===== config.mk =====
export PLATFORM = sky130hd
export DESIGN_NAME = gb_timer
export DESIGN_NICKNAME = d
export VERILOG_FILES = /design/src/rtl/gb_timer_pkg.sv /design/src/rtl/gb_timer_div.sv /design/src/rtl/gb_timer.sv
export SDC_FILE = /design/constraint.sdc
export NUM_CORES = 1
export LEC_CHECK = 0
export ABC_CLOCK_PERIOD_IN_PS = 5600
export BUFFER_PORTS_ARGS = -buffer_cell sky130_fd_sc_hd__buf_4
export CAP_MARGIN = 20
export CORE_MARGIN = 2
export CORE_UTILIZATION = 35
export DETAILED_ROUTE_END_ITERATION = 10
export GPL_TIMING_DRIVEN = 0
export PLACE_DENSITY_LB_ADDON = 0.2
export SLEW_MARGIN = 10
export SYNTH_ARGS = -nofsm -noshare
export SYNTH_HDL_FRONTEND = slang
export SYNTH_SLANG_ARGS = --single-unit

===== constraint.sdc =====
create_clock -name clk -period 5.6 [get_ports clk]
set_clock_uncertainty 0.15 [all_clocks]
set_input_delay 0.56 -clock clk [delete_from_list [all_inputs] [get_ports clk]]
set_output_delay 0.56 -clock clk [all_outputs]
set_load 0.1 [all_outputs]

===== src/rtl/gb_timer_pkg.sv =====
// Shared types and constants for the DMG timer block.
// Register addresses, TAC rate select and FSM state encoding.
package gb_timer_pkg;

    localparam logic [15:0] DIV_ADDR  = 16'hFF04;
    localparam logic [15:0] TIMA_ADDR = 16'hFF05;
    localparam logic [15:0] TMA_ADDR  = 16'hFF06;
    localparam logic [15:0] TAC_ADDR  = 16'hFF07;
    localparam int          OVF_DELAY = 4;

    typedef enum logic [1:0] {
        SEL_4096   = 2'b00,
        SEL_262144 = 2'b01,
        SEL_65536  = 2'b10,
        SEL_16384  = 2'b11
    } tac_sel_t;

    typedef enum logic [1:0] {
        RUN      = 2'd0,
        OVF_WAIT = 2'd1,
        RELOAD   = 2'd2
    } timer_state_t;

    function automatic logic div_tap(
        input logic [15:0] d,
        input tac_sel_t    s
    );
        logic b;
        case (s)
            SEL_4096:   b = d[9];
            SEL_262144: b = d[3];
            SEL_65536:  b = d[5];
            SEL_16384:  b = d[7];
            default:    b = 1'b0;
        endcase
        return b;
    endfunction

endpackage


===== src/rtl/gb_timer_div.sv =====
// 16-bit system divider with TAC tap mux and falling-edge detect.
// Edge detect is on the gated tick, so DIV/TAC writes can glitch TIMA.
module gb_timer_div
    import gb_timer_pkg::*;
(
    input  logic       clk,
    input  logic       rst,
    input  logic       div_clr,
    input  logic [2:0] tac,
    output logic [7:0] div_hi,
    output logic       inc_pulse
);

    logic [15:0] div_cnt;
    logic        tick_sig;
    logic        tick_q;

    always_comb begin
        tick_sig = tac[2] & div_tap(div_cnt, tac_sel_t'(tac[1:0]));
    end

    always_ff @(posedge clk) begin
        if (rst) begin
            div_cnt <= 16'h0000;
            tick_q  <= 1'b0;
        end else begin
            div_cnt <= div_clr ? 16'h0000 : div_cnt + 16'd1;
            tick_q  <= tick_sig;
        end
    end

    assign div_hi    = div_cnt[15:8];
    assign inc_pulse = tick_q & ~tick_sig;

endmodule


===== src/rtl/gb_timer.sv =====
// DMG timer: DIV/TIMA/TMA/TAC registers at FF04-FF07 and overflow FSM.
// TIMA overflow holds 00 for a few cycles before reloading from TMA.
module gb_timer
    import gb_timer_pkg::*;
(
    input  logic        clk,
    input  logic        rst,
    input  logic [15:0] addr,
    input  logic [7:0]  wdata,
    input  logic        wr_en,
    input  logic        rd_en,
    output logic [7:0]  rdata,
    output logic        sel_hit,
    output logic        irq_timer
);

    localparam logic [1:0] CNT_LAST = 2'(OVF_DELAY - 1);

    timer_state_t state;
    logic [1:0]   cnt;
    logic [7:0]   tima;
    logic [7:0]   tma;
    logic [2:0]   tac;
    logic [7:0]   div_hi;
    logic         inc_pulse;

    logic hit_div, hit_tima, hit_tma, hit_tac, hit_any;
    logic wr_div, wr_tima, wr_tma, wr_tac;
    logic [7:0] rd_mux;

    assign hit_div  = (addr == DIV_ADDR);
    assign hit_tima = (addr == TIMA_ADDR);
    assign hit_tma  = (addr == TMA_ADDR);
    assign hit_tac  = (addr == TAC_ADDR);
    assign hit_any  = hit_div | hit_tima | hit_tma | hit_tac;

    assign wr_div  = wr_en & hit_div;
    assign wr_tima = wr_en & hit_tima;
    assign wr_tma  = wr_en & hit_tma;
    assign wr_tac  = wr_en & hit_tac;

    gb_timer_div u_div (
        .clk       (clk),
        .rst       (rst),
        .div_clr   (wr_div),
        .tac       (tac),
        .div_hi    (div_hi),
        .inc_pulse (inc_pulse)
    );

    always_comb begin
        rd_mux = 8'hFF;
        unique case (1'b1)
            hit_div:  rd_mux = div_hi;
            hit_tima: rd_mux = tima;
            hit_tma:  rd_mux = tma;
            hit_tac:  rd_mux = {5'b11111, tac};
            default:  rd_mux = 8'hFF;
        endcase
    end

    always_ff @(posedge clk) begin
        if (rst) begin
            rdata   <= 8'h00;
            sel_hit <= 1'b0;
        end else begin
            if (rd_en) begin
                rdata <= rd_mux;
            end
            sel_hit <= rd_en & hit_any;
        end
    end

    always_ff @(posedge clk) begin
        if (rst) begin
            tma <= 8'h00;
            tac <= 3'b000;
        end else begin
            if (wr_tma) tma <= wdata;
            if (wr_tac) tac <= wdata[2:0];
        end
    end

    // Ticks are dropped outside RUN; a TIMA write beats a same-cycle tick.
    always_ff @(posedge clk) begin
        if (rst) begin
            state <= RUN;
            cnt   <= 2'd0;
            tima  <= 8'h00;
        end else begin
            case (state)
                RUN: begin
                    if (wr_tima) begin
                        tima <= wdata;
                    end else if (inc_pulse) begin
                        if (tima == 8'hFF) begin
                            tima  <= 8'h00;
                            cnt   <= 2'd0;
                            state <= OVF_WAIT;
                        end else begin
                            tima <= tima + 8'd1;
                        end
                    end
                end
                OVF_WAIT: begin
                    if (wr_tima) begin
                        tima  <= wdata;
                        state <= RUN;
                    end else begin
                        cnt <= cnt + 2'd1;
                        if (cnt == CNT_LAST) begin
                            state <= RELOAD;
                        end
                    end
                end
                RELOAD: begin
                    tima  <= wr_tma ? wdata : tma;
                    state <= RUN;
                end
                default: state <= RUN;
            endcase
        end
    end

    assign irq_timer = (state == RELOAD);

endmodule

==> results.md <==
- Status: complete, no violations
- Slowest Stage Delay on Critical Path: roughly 0.61 ns
- Unrepaired setup endpoints after global routing: false
- Final setup viols: 0
- Resize count post-CTS: 0
- Hold/Removal Path Class: reg -> reg
- Clock transition at path regs: around 0.090 ns
- Post-synth net total: between 300 and 400
- Area contributors post-synth: dfxtp_1, a221oi_1, nor2_1, mux2i_1, ha_1
- Req. time, crit path: between 5 and 6 ns
- Vias per cell: between 5 and 6
- DRT Wirelength: 7200 um
- Initial antenna violation count: 0
- Pwr/cell area: 210 nW/um2
- Register area share after synthesis: 36.8%
- Asr flop ratio synth: 0%
- Vias: 2462
- CP startpoint kind: flip-flop
- CTS Sinks: 49
- Total of max-cap violations: 0
- Largest net degree at the start of global routing: 16
- H-tree depth: 2
- Vias in the first global route: between 2000 and 2500
- Cts bufs inserted: 5
- GRT overflow: 0
- Maximum vdd drop: between 100 and 150 uV
- Syn Inst Count: roughly 310
- Hold buffer count at CTS: 0
- IO Pins: 38
- Post-CTS setup buffer count: 0
- Post-synth EDFFs: 0
- P_leak: 1.10 nW
- Hold Path Stages: 1
- First DRT Iteration DRCs: between 100 and 150
- Worst path arrival time: about 2.8 ns
- Max Buffers Root-to-Sink: 2
- DIE AREA: ~8300 um2
- Die Span X: 91.2 um
- Primary FF master, synth: dfxtp_1
- GR Util All Layers: between 10% and 20%
- Slowest cell on the critical path: o221ai_1
- Crit Path Class: reg -> reg
- M1 GR Usage: between 20% and 30%
- Synth top area share: between 30% and 40%
- Initial Utilization: between 30 and 40%
- Synth Area per Inst: just under 9 um2
- IO buf count: 36
- CP Cell Sequence: inv_1 -> ha_1 -> clkbuf_1 -> nand3_1 -> o221ai_1 -> nor2_1 -> o21ai_1 -> o32ai_1
- CTS tree: yes
- Net count, final: between 300 and 400
- Setup TNS: 0 ns
- Final antenna-violating net count: 0
- Met3 Use GR: under 10%
- Final HPWL DP: 5360 um
- Crit share post-route: roughly half
- DR pass1 iterations: 4
- Synthesized flop and latch total: a little under 50
- WHS: 0.308 ns
- Layout cells sized above 1: approximately 18%
- Height of the chip: 91.2 um
- Crit path time final: about 2.7 ns
- Unique cell type count in the Yosys netlist: 56
- Routed len/inst: 16.0 um
- Core area: about 7300 um2
- FMAX: 364 MHz
- Slew Viols, Final: 0
- Met2 usage: 28.0%
- Post-synth top area cell: dfxtp_1
- Clk_lat worst skew: 0.31 ns
- Final Hold Fails: 0
- Post-layout util: roughly 43%
- Synth Warn #: 0
- Root Buffer: clkbuf_8
- Routability cong.: 0.790
- Synthesized area: around 2700 um2
- Reg2Reg Depth: 8
- Crit path capture type: flip-flop
- Rel. slew slack: 43.6%
- Area Overhead vs Synth: 18.6%
- First-pass GRT wire length: between 10000 and 15000 um
- Worst-path fanout max: 9
- Detailed-route DRC error count: 0
- Core Rows: 31
- GRT Max-Usage Layer: met2
- Worst Tran Pin Value: ~0.84 ns
- Ant diodes: 0
[synthesized netlist by cell type, types with 7 or more instances]
| cell | count |
|---|---|
| nand3_1 | 15 |
| ha_1 | 7 |
| nand2_1 | 15 |
| xor2_1 | 10 |
| mux2i_1 | 14 |
| a221oi_1 | 17 |
| a211oi_1 | 7 |
| nor2_1 | 39 |
| inv_1 | 16 |
| dfxtp_1 | 49 |
| a21oi_1 | 11 |
| xnor2_1 | 7 |
| o21ai_0 | 9 |
| clkbuf_1 | 9 |
[registers in the layout (all words and copies together) (netlist names)]
register / flops
rdata: 8
cnt: 2
tima: 8
sel_hit: 1
tac: 3
u_div.tick_q: 1
tma: 8
u_div.div_cnt: 16
state: 2
[path summary, 6_finish.rpt]
check                         from                to  slack [ns]
setup / recovery          state[1]           tima[6]        2.85
hold / removal    u_div.div_cnt[0]  u_div.div_cnt[0]        0.31
setup reg to reg          state[1]           tima[6]        2.85
hold reg to reg   u_div.div_cnt[0]  u_div.div_cnt[0]        0.31
[cell families after synthesis]
family	Yosys count	share of synthesized area, %
xor gates and xnor gates	17	5.59
DFF	49	36.8
adders and majority gates	7	3.29
muxes	17	6.53
AOI/OAI and AO/OA	76	22.4
and+or+nand+nor	109	20.9
buffers and inverters	30	4.51
[power by group]
part	switching [mW]	internal, mW
registers	0.00379	0.354
logic	0.0538	0.0244
clock network	0.126	0.100
[final cells by class]
cell class              count  area (um2)
fillers                   750        4170
repair buffers             37         275
flip-flops and latches     49         981
clock inverters             2        13.8
well taps                  99         124
multi-input cells         226        1560
inverters                  16        60.1
plain buffers              14        60.1
clock buffers               6        82.6
[layout by cell type, fill, tap and decap left out, types with 6 or more instances in the layout]
cell	n
xnor2_1	7
dfxtp_1	49
inv_1	16
xor2_1	10
clkbuf_1	9
o32ai_1	6
a21oi_1	11
a221oi_1	17
o21ai_0	9
ha_1	7
mux2i_1	14
nand3_1	15
a211oi_1	7
clkbuf_8	6
nand2_1	15
buf_4	37
nor2_1	39
nand4_1	6
[critical path, delay by kind of cell (launching register included)]
family / cells / cell delay (ns)
AOI/OAI and AO/OA: 3 / 1.34
DFF: 1 / 0.34
buffers and inverters: 2 / 0.43
and+or+nand+nor: 2 / 0.21
adders and majority gates: 1 / 0.15
[stage by stage]
step	total power, mW	area [um2]	cells	setup WS, ns
floorplan	0.413	2660	305	2.98
global placement	0.444	3060	440	2.30
detailed placement	0.445	3060	440	2.25
CTS	0.669	3150	448	2.57
global route	0.688	3160	449	2.67
finish	0.662	3160	449	2.85
[layer usage]
| metal | wire length (um) | vias to the layer above |
|---|---|---|
| li1 | - | 1224 |
| met4 | 71 | 0 |
| met2 | 3380 | 58 |
| met5 | 0 | - |
| met1 | 3360 | 1173 |
| met3 | 389 | 7 |
No activity file was read; power rests on OpenSTA's default activity.
